### src/rtl/pipe_ctrl_pkg.sv
// pipe_ctrl_pkg: shared encodings and constants for the IF redirect control slice
package pipe_ctrl_pkg;

   typedef enum logic [1:0] {
      RUN    = 2'd0,
      DRAIN  = 2'd1,
      VECTOR = 2'd2
   } state_t;

   // Redirect sources, oldest instruction first; five codes need three bits
   typedef enum logic [2:0] {
      PEND_NONE = 3'd0,
      PEND_TRAP = 3'd1,
      PEND_BR   = 3'd2,
      PEND_JR   = 3'd3,
      PEND_J    = 3'd4
   } pend_t;

   // Trap handler entry address; IF owns the actual mux constant
   localparam logic [31:0] TRAP_VECTOR = 32'h00000064;

   // Request-vector form {trap, br, jr, j} of a pending code
   function automatic logic [3:0] pend_onehot(input pend_t p);
      return p == PEND_TRAP ? 4'b1000 :
             p == PEND_BR   ? 4'b0100 :
             p == PEND_JR   ? 4'b0010 :
             p == PEND_J    ? 4'b0001 : 4'b0000;
   endfunction

endpackage

### src/rtl/redirect_prio_enc.sv
// redirect_prio_enc: age-priority encoder of {trap, br, jr, j} to one-hot grant and pending code
module redirect_prio_enc
   import pipe_ctrl_pkg::*;
(
   input  logic [3:0] req,
   output logic [3:0] grant,
   output pend_t      code
);

   // Oldest instruction wins: trap (EX) > branch (EX) > jr (ID) > j (ID)
   always_comb begin
      grant = req[3] ? 4'b1000 : req[2] ? 4'b0100 : req[1] ? 4'b0010 : req[0] ? 4'b0001 : 4'b0000;
      code  = req[3] ? PEND_TRAP : req[2] ? PEND_BR : req[1] ? PEND_JR : req[0] ? PEND_J : PEND_NONE;
   end

endmodule

### src/rtl/fetch_redirect_ctrl.sv
// fetch_redirect_ctrl: IF PC-mux / PC-write sequencing, redirect arbitration and trap entry
module fetch_redirect_ctrl
   import pipe_ctrl_pkg::*;
#(
   parameter int DRAIN_CYCLES = 2,
   parameter int CNT_W        = 4
)
(
   input  logic        clk,
   input  logic        reset,
   input  logic        trap_req,
   input  logic        br_taken,
   input  logic        jr_req,
   input  logic        j_req,
   input  logic        load_use_stall,
   input  logic        freeze,
   input  logic [31:0] pc_ex,
   output logic        sel_trap,
   output logic        sel_jr,
   output logic        sel_j,
   output logic        sel_z,
   output logic        pc_write,
   output logic        if_id_write,
   output logic        flush_if_id,
   output logic        flush_id_ex,
   output logic [31:0] epc,
   output logic        trap_busy
);

   state_t           state, state_n;
   pend_t            pend, pend_n, code;
   logic [CNT_W-1:0] cnt, cnt_n;
   logic [31:0]      epc_n;
   logic [3:0]       grant;
   logic             id_blocked;

   // A pending request merges with live ones; the older source still wins
   redirect_prio_enc u_enc (
      .req   ({trap_req, br_taken, jr_req, j_req} | pend_onehot(pend)),
      .grant (grant),
      .code  (code)
   );

   // jr/j cannot redirect while their own instruction is stalled in ID
   assign id_blocked = (grant[1] | grant[0]) & load_use_stall;

   // State, drain counter, pending redirect and EPC registers
   always_ff @(posedge clk or posedge reset) begin
      if (reset) begin
         state <= RUN;
         cnt   <= '0;
         pend  <= PEND_NONE;
         epc   <= '0;
      end else begin
         state <= state_n;
         cnt   <= cnt_n;
         pend  <= pend_n;
         epc   <= epc_n;
      end
   end

   // Next state: freeze holds everything but pending capture; traps are only accepted in RUN
   always_comb begin
      state_n = state;
      cnt_n   = cnt;
      pend_n  = pend;
      epc_n   = (state == RUN && trap_req) ? pc_ex : epc;
      if (freeze) begin
         if (state == RUN)
            pend_n = code;
      end else begin
         case (state)
            RUN: begin
               pend_n = id_blocked ? pend : PEND_NONE;
               if (grant[3]) begin
                  cnt_n   = CNT_W'(DRAIN_CYCLES - 1);
                  state_n = (DRAIN_CYCLES == 1) ? VECTOR : DRAIN;
               end
            end
            DRAIN: begin
               cnt_n   = cnt - CNT_W'(1);
               state_n = (cnt == CNT_W'(1)) ? VECTOR : DRAIN;
            end
            VECTOR:  state_n = RUN;
            default: state_n = RUN;
         endcase
      end
   end

   // Outputs: selects come only from the one-hot grant, so at most one is ever set
   always_comb begin
      sel_trap    = 1'b0;
      sel_jr      = 1'b0;
      sel_j       = 1'b0;
      sel_z       = 1'b0;
      pc_write    = 1'b1;
      if_id_write = 1'b1;
      flush_if_id = 1'b0;
      flush_id_ex = 1'b0;
      trap_busy   = (state == DRAIN) || (state == VECTOR);
      if (freeze) begin
         pc_write    = 1'b0;
         if_id_write = 1'b0;
      end else if (state == DRAIN || state == VECTOR) begin
         sel_trap    = (state == VECTOR);
         pc_write    = (state == VECTOR);
         flush_if_id = 1'b1;
         flush_id_ex = 1'b1;
      end else if (grant[3] || grant[2]) begin
         sel_z       = grant[2];
         pc_write    = grant[2];
         flush_if_id = 1'b1;
         flush_id_ex = 1'b1;
      end else if (load_use_stall) begin
         pc_write    = 1'b0;
         if_id_write = 1'b0;
         flush_id_ex = 1'b1;
      end else begin
         sel_jr      = grant[1];
         sel_j       = grant[0];
         flush_if_id = grant[1] | grant[0];
      end
   end

endmodule

### config.mk
export PLATFORM = sky130hd
export DESIGN_NAME = fetch_redirect_ctrl
export DESIGN_NICKNAME = d
export VERILOG_FILES = /design/src/rtl/pipe_ctrl_pkg.sv /design/src/rtl/redirect_prio_enc.sv /design/src/rtl/fetch_redirect_ctrl.sv
export SDC_FILE = /design/constraint.sdc
export NUM_CORES = 1
export LEC_CHECK = 0
export BUFFER_PORTS_ARGS = -buffer_cell sky130_fd_sc_hd__buf_2
export CORE_MARGIN = 3
export CORE_UTILIZATION = 40
export DETAILED_ROUTE_END_ITERATION = 10
export GPL_TIMING_DRIVEN = 0
export PLACE_DENSITY = 0.69
export RECOVER_POWER = 50
export REMOVE_ABC_BUFFERS = 1
export SLEW_MARGIN = 10
export SYNTH_ARGS = -nofsm -noshare
export SYNTH_HDL_FRONTEND = slang
export SYNTH_HIERARCHICAL = 1
export SYNTH_SLANG_ARGS = --single-unit
### constraint.sdc
create_clock -name clk -period 2.65 [get_ports clk]
set_clock_uncertainty 0.2 [all_clocks]
set_input_delay 0.1325 -clock clk [delete_from_list [all_inputs] [get_ports clk]]
set_output_delay 0.1325 -clock clk [all_outputs]
set_load 0.02 [all_outputs]
==> run_results.csv, run 1 <==
group,metric,value,unit
outcome,status,"complete, no violations",
layout,nets,308,
logic_synthesis,synth_area_leaders,"dfrtp_1 (54%), mux2_2 (19%), ha_1 (3.3%)",
hold_path,hold_depth,3,
clock_tree,post_cts_buffers,0,
layout,layout_common_cells,"buf_2 (60), dfrtp_1 (41), dlygate4sd3_1 (33)",
logic_synthesis,synth_cell_types,35,
hold_path,hp-class,"input port to register",
pwr,seq_power_share,37.3,%
grt,grt_pass1_vias,1539,
pwr,power_frac_clock,16.1,%
sta,period_minus_slack,2250,ps
clock_tree,cts.htree.levels,2,
grt,overflow,0,
pwr,p_comb_share,46.5,%
layout,drive_above_1_share,41.8,%
sta,setup_violations,0,
placed_design,port-buffer-count,80,
route,drtIter0Drc,40,
logic_synthesis,synth-seq-cells,41,
layout,syn_to_final_growth,44.3,%
clock_tree,worstSkewPairLatency,290,ps
layout,mostFrequentLayoutCell,"buf_2",
logic_synthesis,synth_warnings,6,
sta,finalCritPeriodShare,84.9,%
clock_tree,cts.sinks,41,
placed_design,dpl_cell_area,0.00233,mm2
pwr,switchingPower,1160,uW
critical_path,cp.arrival,1920,ps
critical_path,critPathLaunchType,"register",
pwr,power_density,1080,mW/mm2
sta,final.setup.tns,0,ps
route,dr_wl_met3,364,um
layout,post-route-util,61.4,%
logic_synthesis,syn_area,0.00189,mm2
critical_path,criticalPathCategory,"register to output port",
route,firstDrtPassIters,2,
placed_design,hpwl,2690,um
critical_path,critPathMaxFanout,4,
floorplanning,num_rows,24,
pwr,power_leakage,0.00129,uW
pwr,intPower,1800,uW
logic_synthesis,synth_area_per_cell,12.7,um2
sta,rsz0062_at_grt,"no",
grt,grt_max_degree,38,
layout,fin_area,0.00273,mm2
floorplanning,die_area,0.00559,mm2
route,avgRoutedWirePerCell,13.6,um
grt,grt_use_total,16.3,%
clock_tree,path_clk_slew,70,ps
logic_synthesis,synth.largest_area_cell,"dfrtp_1",
critical_path,crit_required,2320,ps
grt,antenna_found_initial,0,
placed_design,gp_congestion,0.753,
route,drc,0,
layout,n_fill_cell,374,
route,met1_length,1920,um
sta,clock.fmax,0.445,GHz
sta,relSlewSlack,40.1,%
sta,hold_viol_final,0,
floorplanning,die_y,74.8,um
critical_path,reg2reg_depth,4,
clock_tree,cts_tree,"built",
floorplanning,ios,81,
sta,finalWorstSetupSlack,401,ps
route,dr.max_layer_used,"met4",
logic_synthesis,netlist.area_leader.share,54.3,%
sta,finalMaxSlewViolations,0,
critical_path,cp-end-kind,"output port",
sta,worst_pin_slew,899,ps
pwr,peakVddDrop,0.000486,V
route,drt_wl_total,4290,um
pwr,p_sw_share,39.1,%
placed_design,dpl_worst_slack,511,ps
run,maxCapViolations,0,
floorplanning,core_area,0.00444,mm2
logic_synthesis,synthCells,149,
clock_tree,clk_path_buf_depth,2,
grt,grt_pass1_wl,6970,um
clock_tree,numCtsBuffers,5,
route,routed-via-count,1504,
floorplanning,initial_core_util,42.5,%
route,wl_met2,1970,um
route,avgViaCountPerCell,4.77,
clock_tree,root_buffer,"clkbuf_8",
layout,antenna_cells,0,
route,postRouteAntennaNets,0,
floorplanning,die_w,74.8,um
logic_synthesis,ys_seq_area_share,54.3,%
-- Yosys cell counts --
cell and instances:
nand3_1 3, a2bb2oi_1 1, o311a_1 1, a31o_2 2, clkbuf_1 1, mux2_2 32
buf_6 1, a21oi_1 3, a22o_2 1, inv_1 10, buf_2 3, and2_1 2
nor3b_1 3, o21bai_1 2, nor2b_4 1, o21ai_0 4, ha_1 5, inv_2 1
nor2b_1 3, dfrtp_1 41, nor2_1 8, nand2_1 3, mux2i_1 1, or3b_2 1
o2bb2ai_1 1, or3_4 1, nor4b_1 1, a221o_1 2, nor4b_2 1, a21o_1 1
o31a_2 1, nor4_1 1, buf_4 2, nor3_1 4, and3b_1 1
-- cell families (layout without fill, tap and decap cells) --
kind of cell / count (synthesis) / in the layout / synth area share (%)
and+or+nand+nor: 33 / 33 / 10.7
adders and majority gates: 5 / 5 / 3.31
AOI/OAI and AO/OA: 19 / 19 / 7.54
muxes: 33 / 33 / 19.6
DFF: 41 / 41 / 54.3
buffers and inverters: 18 / 132 / 4.57
-- cell type report --
| type | count | area, um2 | share of cell area (%) |
|---|---|---|---|
| Clock buffer | 5 | 68.8 | 2.52 |
| Clock inverter | 2 | 35.0 | 1.28 |
| Inverter | 11 | 41.3 | 1.51 |
| Multi-Input combinational cell | 90 | 781 | 28.6 |
| Sequential cell | 41 | 1030 | 37.6 |
| Tap cell | 52 | 65.1 | 2.39 |
| Timing Repair Buffer | 114 | 711 | 26.1 |
-- stage by stage --
stage	cells	power, uW	hold WS [ps]
final	315	2960	37.1
after global routing	315	3180	46.2
after global placement	274	2460	165
after CTS	315	3020	31.2
after detailed placement	275	2490	-181
after floorplan	142	2050	71.0
-- critical path, cell delays in order, from the launching register on --
cell and delay, ps:
dfrtp_1 380, inv_1 110, nand2_1 80, o21bai_1 340
inv_2 70, nor2_1 220, nor3_1 80, nor3_1 170
buf_2 190
-- metal layers --
metal  track usage [%]  vias up
met5                 0        -
met4              3.56        0
met3              5.07        6
met2              29.0       63
met1              19.3      688
li1                  -      747
-- power groups by stage --
stage / sequential (uW) / clock [uW] / combinational [uW]
after floorplan: 1410 / 0 / 645
after global placement: 1080 / 0 / 1370
after detailed placement: 1100 / 0 / 1390
after CTS: 1090 / 492 / 1430
after global routing: 1140 / 523 / 1520
final: 1100 / 477 / 1380
-- worst paths after layout --
| path | start | end | slack (ps) |
|---|---|---|---|
| worst max register to register | state[0]$_DFFE_PP0P_ | epc[30]$_DFFE_PP0P_ | 580 |
| worst min register to register | epc[31]$_DFFE_PP0P_ | epc[31]$_DFFE_PP0P_ | 300 |
| max in group asynchronous | reset | epc[19]$_DFFE_PP0P_ | 1080 |
| worst min-delay path | freeze | pend[2]$_DFFE_PP0P_ | 40 |
| worst max-delay path | pend[2]$_DFFE_PP0P_ | pc_write | 400 |
| min in group asynchronous | reset | state[1]$_DFFE_PP0P_ | 80 |
-- repair_timing --
| item | in CTS | in global routing |
|---|---|---|
| endpoints found under the hold margin | 73 | 0 |
| hold buffers | 33 | 0 |
| gates resized for setup | 0 | 0 |
-- sequential cells by signal, summed over array words and instances (netlist names) --
name / flops
epc: 32
state: 2
cnt: 4
pend: 3
Power figures use the tool's default switching activity.
==> inputs of run 2 (changes only) <==
--- a/config.mk
+++ b/config.mk
@@ -10,7 +10,7 @@
 export CORE_UTILIZATION = 40
 export DETAILED_ROUTE_END_ITERATION = 10
 export GPL_TIMING_DRIVEN = 0
-export PLACE_DENSITY = 0.69
+export PLACE_DENSITY = 0.72
 export RECOVER_POWER = 50
 export REMOVE_ABC_BUFFERS = 1
 export SLEW_MARGIN = 10
==> constraint.sdc (replaced) <==
create_clock -name clk -period 1.96 [get_ports clk]
set_clock_uncertainty 0.2 [all_clocks]
set_input_delay 0.098 -clock clk [delete_from_list [all_inputs] [get_ports clk]]
set_output_delay 0.098 -clock clk [all_outputs]
set_load 0.02 [all_outputs]
==> run 2 against run 1 <==
Against the previous run:
- die area unchanged
- clock-buffer cell count stayed put
- sequential share of layout area is 2.6 points lower
- the run now ends with negative setup slack left
- via count increased by 8.0%
- critical path type unchanged
- register-to-register slack worse by 620 ps
- total power rose by 44%
==> run_results.csv, run 2 (synthesized netlist as in run 1, its figures left out) <==
group,metric,value,unit
sta,clock.fmax,0.486,GHz
floorplanning,die_w,74.8,um
layout,largest-register,"epc",
sta,finalMaxSlewViolations,0,
layout,biggestRegsByFlops,"epc x32, cnt x4, pend x3",
outcome,status,"finished with violations",
route,drtIter0Drc,56,
hold_path,hold_depth,3,
floorplanning,ios,81,
clock_tree,path_clk_slew,80,ps
grt,grt_pass1_wl,7540,um
critical_path,cp.arrival,1760,ps
clock_tree,cts.htree.levels,2,
grt,overflow,0,
layout,syn_to_final_growth,55.1,%
sta,setup_violations,12,
route,avgRoutedWirePerCell,15.2,um
route,routed-via-count,1624,
grt,grt_pass1_vias,1616,
floorplanning,die_y,74.8,um
sta,hold_viol_final,0,
sta,finalCritPeriodShare,105,%
critical_path,crit_required,1660,ps
critical_path,reg2reg_depth,7,
layout,fin_area,0.00293,mm2
critical_path,crit_path_top_delay_cell,"dfrtp_1",
floorplanning,core_area,0.00444,mm2
route,avgViaCountPerCell,5.01,
route,drt_wl_total,4910,um
critical_path,cpPeakStageDelay,380,ps
pwr,power_density,1450,mW/mm2
route,drc,0,
run,maxCapViolations,0,
sta,relSlewSlack,41.3,%
layout,mostFrequentLayoutCell,"buf_2",
clock_tree,numCtsBuffers,5,
clock_tree,root_buffer,"clkbuf_8",
critical_path,critPathLaunchType,"register",
layout,drive_above_1_share,52.6,%
route,firstDrtPassIters,6,
grt,grt_use_total,17.5,%
layout,layout_common_cells,"buf_2 (61), dfrtp_1 (40), dlygate4sd3_1 (33)",
clock_tree,clk_path_buf_depth,2,
layout,nets,317,
grt,antenna_found_initial,0,
route,postRouteAntennaNets,0,
grt,grt_max_degree,37,
critical_path,path_cells,"inv_2 > a31o_4 > nor4b_4 > o21ai_1 > a21oi_1 > buf_4",
pwr,power_leakage,0.00139,uW
placed_design,hpwl,2740,um
floorplanning,die_area,0.00559,mm2
sta,worst_pin_slew,880,ps
critical_path,critPathMaxFanout,7,
critical_path,cp-end-kind,"output port",
hold_path,hp-class,"input port to register",
sta,rsz0062_at_grt,"yes",
sta,period_minus_slack,2060,ps
sta,finalWorstSetupSlack,-99.5,ps
layout,antenna_cells,0,
placed_design,dpl_cell_area,0.00233,mm2
outcome,violations,"negative setup slack",
placed_design,dpl_worst_slack,-191,ps
placed_design,port-buffer-count,80,
floorplanning,num_rows,24,
layout,largest_reg_flops,32,
clock_tree,worstSkewPairLatency,290,ps
placed_design,gp_congestion,0.765,
layout,n_fill_cell,325,
pwr,peakVddDrop,0.000653,V
floorplanning,initial_core_util,42.5,%
clock_tree,cts.sinks,41,
clock_tree,cts_tree,"built",
sta,final.setup.tns,-688,ps
critical_path,criticalPathCategory,"register to output port",
run 2: routing by layer:
layer	wire (um)	global-route usage (%)	up-vias
li1	-	-	764
met1	2090	21.8	764
met3	398	4.01	11
met4	74	4.74	0
met5	0	0	-
met2	2350	30.7	85
run 2: layout make-up:
class                           count  area, um2  share of cell area, %
Clock buffer                        5       68.8                   2.35
Timing Repair Buffer              123        806                   27.5
Multi-Input combinational cell     90        888                   30.3
Clock inverter                      2       35.0                   1.20
Sequential cell                    41       1030                   35.0
Tap cell                           52       65.1                   2.22
Inverter                           11       41.3                   1.41
run 2: path summary, 6_finish.rpt:
path / start / to / slack (ps)
hold reg to reg: epc[4]$_DFFE_PP0P_ / epc[4]$_DFFE_PP0P_ / 300
hold / removal: freeze / pend[1]$_DFFE_PP0P_ / 20
max in group asynchronous: reset / epc[20]$_DFFE_PP0P_ / 380
setup / recovery: pend[2]$_DFFE_PP0P_ / flush_if_id / -100
min in group asynchronous: reset / epc[14]$_DFFE_PP0P_ / 50
setup reg to reg: pend[2]$_DFFE_PP0P_ / pend[2]$_DFFE_PP0P_ / -40
run 2: where the power goes:
| group | total, uW | internal (uW) | switching, uW |
|---|---|---|---|
| sequential | 1500 | 1260 | 237 |
| combinational | 2090 | 924 | 1170 |
| clock | 654 | 370 | 284 |
| total | 4250 | 2560 | 1690 |
run 2: through the flow:
| step | instances | util, % | hold slack (ps) | total power [uW] |
|---|---|---|---|---|
| after floorplan | 142 | - | 36.5 | 2780 |
| after global placement | 274 | 52.0 | 130 | 3310 |
| after detailed placement | 275 | 52.5 | -197 | 3370 |
| after CTS | 320 | 64.9 | 12.2 | 4220 |
| after global routing | 324 | 66.0 | 38.4 | 4520 |
| final | 324 | 66.0 | 23.2 | 4250 |
run 2: critical path: cells and delay by family (launching register included):
kind,cells,cell delay [ps]
AND/OR/NAND/NOR,1,320
AO/OA/AOI/OAI,3,540
flip-flops,1,380
buffers and inverters,2,230
run 2: what timing repair did:
| action | CTS | global route |
|---|---|---|
| endpoints found under the setup margin | 44 | 12 |
| endpoints found under the hold margin | 73 | 0 |
| pin swaps | 7 | 7 |
| hold buffers | 33 | 0 |
| gates resized for setup | 20 | 17 |
| setup buffers | 5 | 4 |
==> inputs of run 3 (changes only) <==
--- a/config.mk
+++ b/config.mk
@@ -6,11 +6,13 @@
 export NUM_CORES = 1
 export LEC_CHECK = 0
 export BUFFER_PORTS_ARGS = -buffer_cell sky130_fd_sc_hd__buf_2
+export CELL_PAD_IN_SITES_DETAIL_PLACEMENT = 1
+export CELL_PAD_IN_SITES_GLOBAL_PLACEMENT = 2
 export CORE_MARGIN = 3
-export CORE_UTILIZATION = 40
+export CORE_UTILIZATION = 26
 export DETAILED_ROUTE_END_ITERATION = 10
 export GPL_TIMING_DRIVEN = 0
-export PLACE_DENSITY = 0.72
+export PLACE_DENSITY_LB_ADDON = 0.1
 export RECOVER_POWER = 50
 export REMOVE_ABC_BUFFERS = 1
 export SLEW_MARGIN = 10
==> run 3 against run 2 <==
Against the previous run:
- the run still ends with negative setup slack left
- utilization down 22 points
- critical path depth is 1 higher
- die area increased by 49%
- clock-buffer cell count rose by 2
- hold slack got worse by 9.2 ps
- routed wire length increased by 5.2%
- cell area up 2.9%
- setup slack better by 23 ps
- combinational power is 3% higher
- highest routed layer unchanged
==> run_results.csv, run 3 (synthesized netlist as in run 1, its figures left out) <==
group,metric,value,unit
layout,mostFrequentLayoutCell,"buf_2",
floorplanning,die_w,91.3,um
floorplanning,initial_core_util,27.4,%
layout,largest_reg_flops,32,
grt,grt_pass1_vias,1801,
layout,biggestRegsByFlops,"epc x32, cnt x4, pend x3",
critical_path,criticalPathCategory,"register to output port",
pwr,p_comb_share,49.6,%
grt,overflow,0,
layout,antenna_cells,0,
floorplanning,ios,81,
layout,fin_area,0.00302,mm2
clock_tree,clk_path_buf_depth,2,
layout,syn_to_final_growth,59.6,%
route,drc,0,
layout,drive_above_1_share,51.6,%
sta,clock.fmax,0.491,GHz
sta,finalWorstSetupSlack,-76.3,ps
route,avgRoutedWirePerCell,13.9,um
sta,relSlewSlack,50.4,%
clock_tree,numCtsBuffers,5,
critical_path,rr_endpoint,"pend[1]$_DFFE_PP0P_",
layout,nets,319,
pwr,power_leakage,0.00140,uW
clock_tree,worstSkewPairLatency,280,ps
layout,layout_common_cells,"buf_2 (61), dfrtp_1 (40), dlygate4sd3_1 (33)",
sta,finalCritPeriodShare,104,%
layout,post-route-util,43.7,%
placed_design,dpl_worst_slack,-687,ps
layout,area.sequential,0.00103,mm2
clock_tree,cts.htree.levels,2,
grt,antenna_found_initial,0,
pwr,peakVddDrop,0.000496,V
pwr,power_frac_clock,15.9,%
outcome,status,"finished with violations",
sta,rsz0062_at_grt,"yes",
outcome,violations,"negative setup slack",
layout,n_fill_cell,805,
route,avgViaCountPerCell,4.33,
grt,grt_use_total,13.0,%
hold_path,hold_depth,3,
sta,worst_pin_slew,744,ps
layout,multi_input_area,891,um2
route,firstDrtPassIters,4,
placed_design,gp_congestion,0.704,
pwr,switchingPower,1680,uW
hold_path,hold_path_startpoint,"freeze",
route,postRouteAntennaNets,0,
clock_tree,path_clk_slew,70,ps
placed_design,hpwl,3450,um
grt,grt_max_degree,33,
clock_tree,cts.sinks,41,
critical_path,r2r_start,"pend[2]$_DFFE_PP0P_",
critical_path,cp.arrival,1740,ps
clock_tree,cts_tree,"built",
pwr,p_sw_share,38.9,%
clock_tree,root_buffer,"clkbuf_8",
grt,grt_pass1_wl,8690,um
floorplanning,core_area,0.00691,mm2
route,routed-via-count,1607,
floorplanning,num_rows,30,
floorplanning,die_area,0.00833,mm2
critical_path,cp-end-kind,"output port",
critical_path,critPathMaxFanout,5,
critical_path,rrSetupSlack,-10,ps
run,maxCapViolations,0,
critical_path,crit_required,1660,ps
placed_design,dpl_cell_area,0.00239,mm2
route,drt_wl_total,5170,um
sta,finalMaxSlewViolations,0,
pwr,intPower,2650,uW
pwr,p_total,4330,uW
critical_path,reg2reg_depth,7,
sta,setup_violations,7,
critical_path,critPathLaunchType,"register",
layout,largest-register,"epc",
pwr,seq_power_share,34.5,%
hold_path,hp-class,"input port to register",
hold_path,min_to,"pend[2]$_DFFE_PP0P_",
floorplanning,die_y,91.3,um
sta,period_minus_slack,2040,ps
pwr,power_density,1440,mW/mm2
sta,hold_viol_final,0,
route,drtIter0Drc,27,
placed_design,port-buffer-count,80,
==> run 3: cell types whose count changed in the layout (fill, tap and decap cells not counted), sizes merged <==
cell | before | now
clkbuf | 20 | 23
buf | 75 | 76
clkinv | 1 | 0
==> run 3: worst max-delay path by stage <==
| stage | start | cells past startpoint | slack, ps | to |
|---|---|---|---|---|
| 3_5_place_dp | state[0]$_DFFE_PP0P_ | 4 | -690 | epc[17]$_DFFE_PP0P_ |
| 5_1_grt | pend[2]$_DFFE_PP0P_ | 8 | -210 | flush_if_id |
| 2_1_floorplan | state[0]$_DFFE_PP0P_ | 4 | -150 | epc[0]$_DFFE_PP0P_ |
| 4_1_cts | pend[0]$_DFFE_PP0P_ | 5 | -110 | flush_if_id |
| 6_report | pend[2]$_DFFE_PP0P_ | 7 | -80 | sel_j |
| 3_3_place_gp | state[1]$_DFFE_PP0P_ | 4 | -580 | epc[2]$_DFFE_PP0P_ |
==> run 3: worst max-delay path, cell delays in order (launching register included) <==
cell	delay, ps
dfrtp_1	400
inv_2	100
a31o_4	230
buf_12	130
nor2_4	40
nor4b_2	240
and2_1	160
buf_2	160
==> run 3: timing repair <==
| action | CTS | global route |
|---|---|---|
| resized for setup | 24 | 9 |
| hold buffers | 33 | 0 |
| hold endpoints to repair | 73 | 0 |
| gates cloned | 0 | 0 |
| setup endpoints to repair | 44 | 13 |
| buffers inserted | 6 | 5 |
| pin swaps | 8 | 7 |
==> run 3: final cells by class <==
class                           instances  area share [%]
Sequential cell                        41            34.0
Multi-Input combinational cell         90            29.5
Timing Repair Buffer                  125            27.2
Tap cell                               96            3.98
Clock buffer                            7            2.86
Inverter                               11            1.37
Clock inverter                          1           0.995
==> run 3: power groups by stage <==
| stage | Sequential [uW] | Clock (uW) | Combinational [uW] |
|---|---|---|---|
| 2_1_floorplan | 1900 | 0 | 873 |
| 5_1_grt | 1560 | 772 | 2330 |
| 3_3_place_gp | 1470 | 0 | 1890 |
| 6_report | 1500 | 691 | 2150 |
| 3_5_place_dp | 1500 | 0 | 1930 |
| 4_1_cts | 1490 | 726 | 2140 |
==> run 3: layer usage <==
layer,wire [um],GRT usage [%],share of wire (%)
met5,0,0,0
met4,36,4.15,0.70
met3,242,3.23,4.7
met2,2720,22.8,53
met1,2170,15.4,42
==> run 3: stage by stage <==
stage	setup TNS, ps	cells	hold WS [ps]
2_1_floorplan	-4860	142	36.5
3_3_place_gp	-18640	318	130
3_5_place_dp	-21930	319	-62.9
4_1_cts	-364	366	9.45
5_1_grt	-1800	371	35.9
6_report	-260	371	14.0
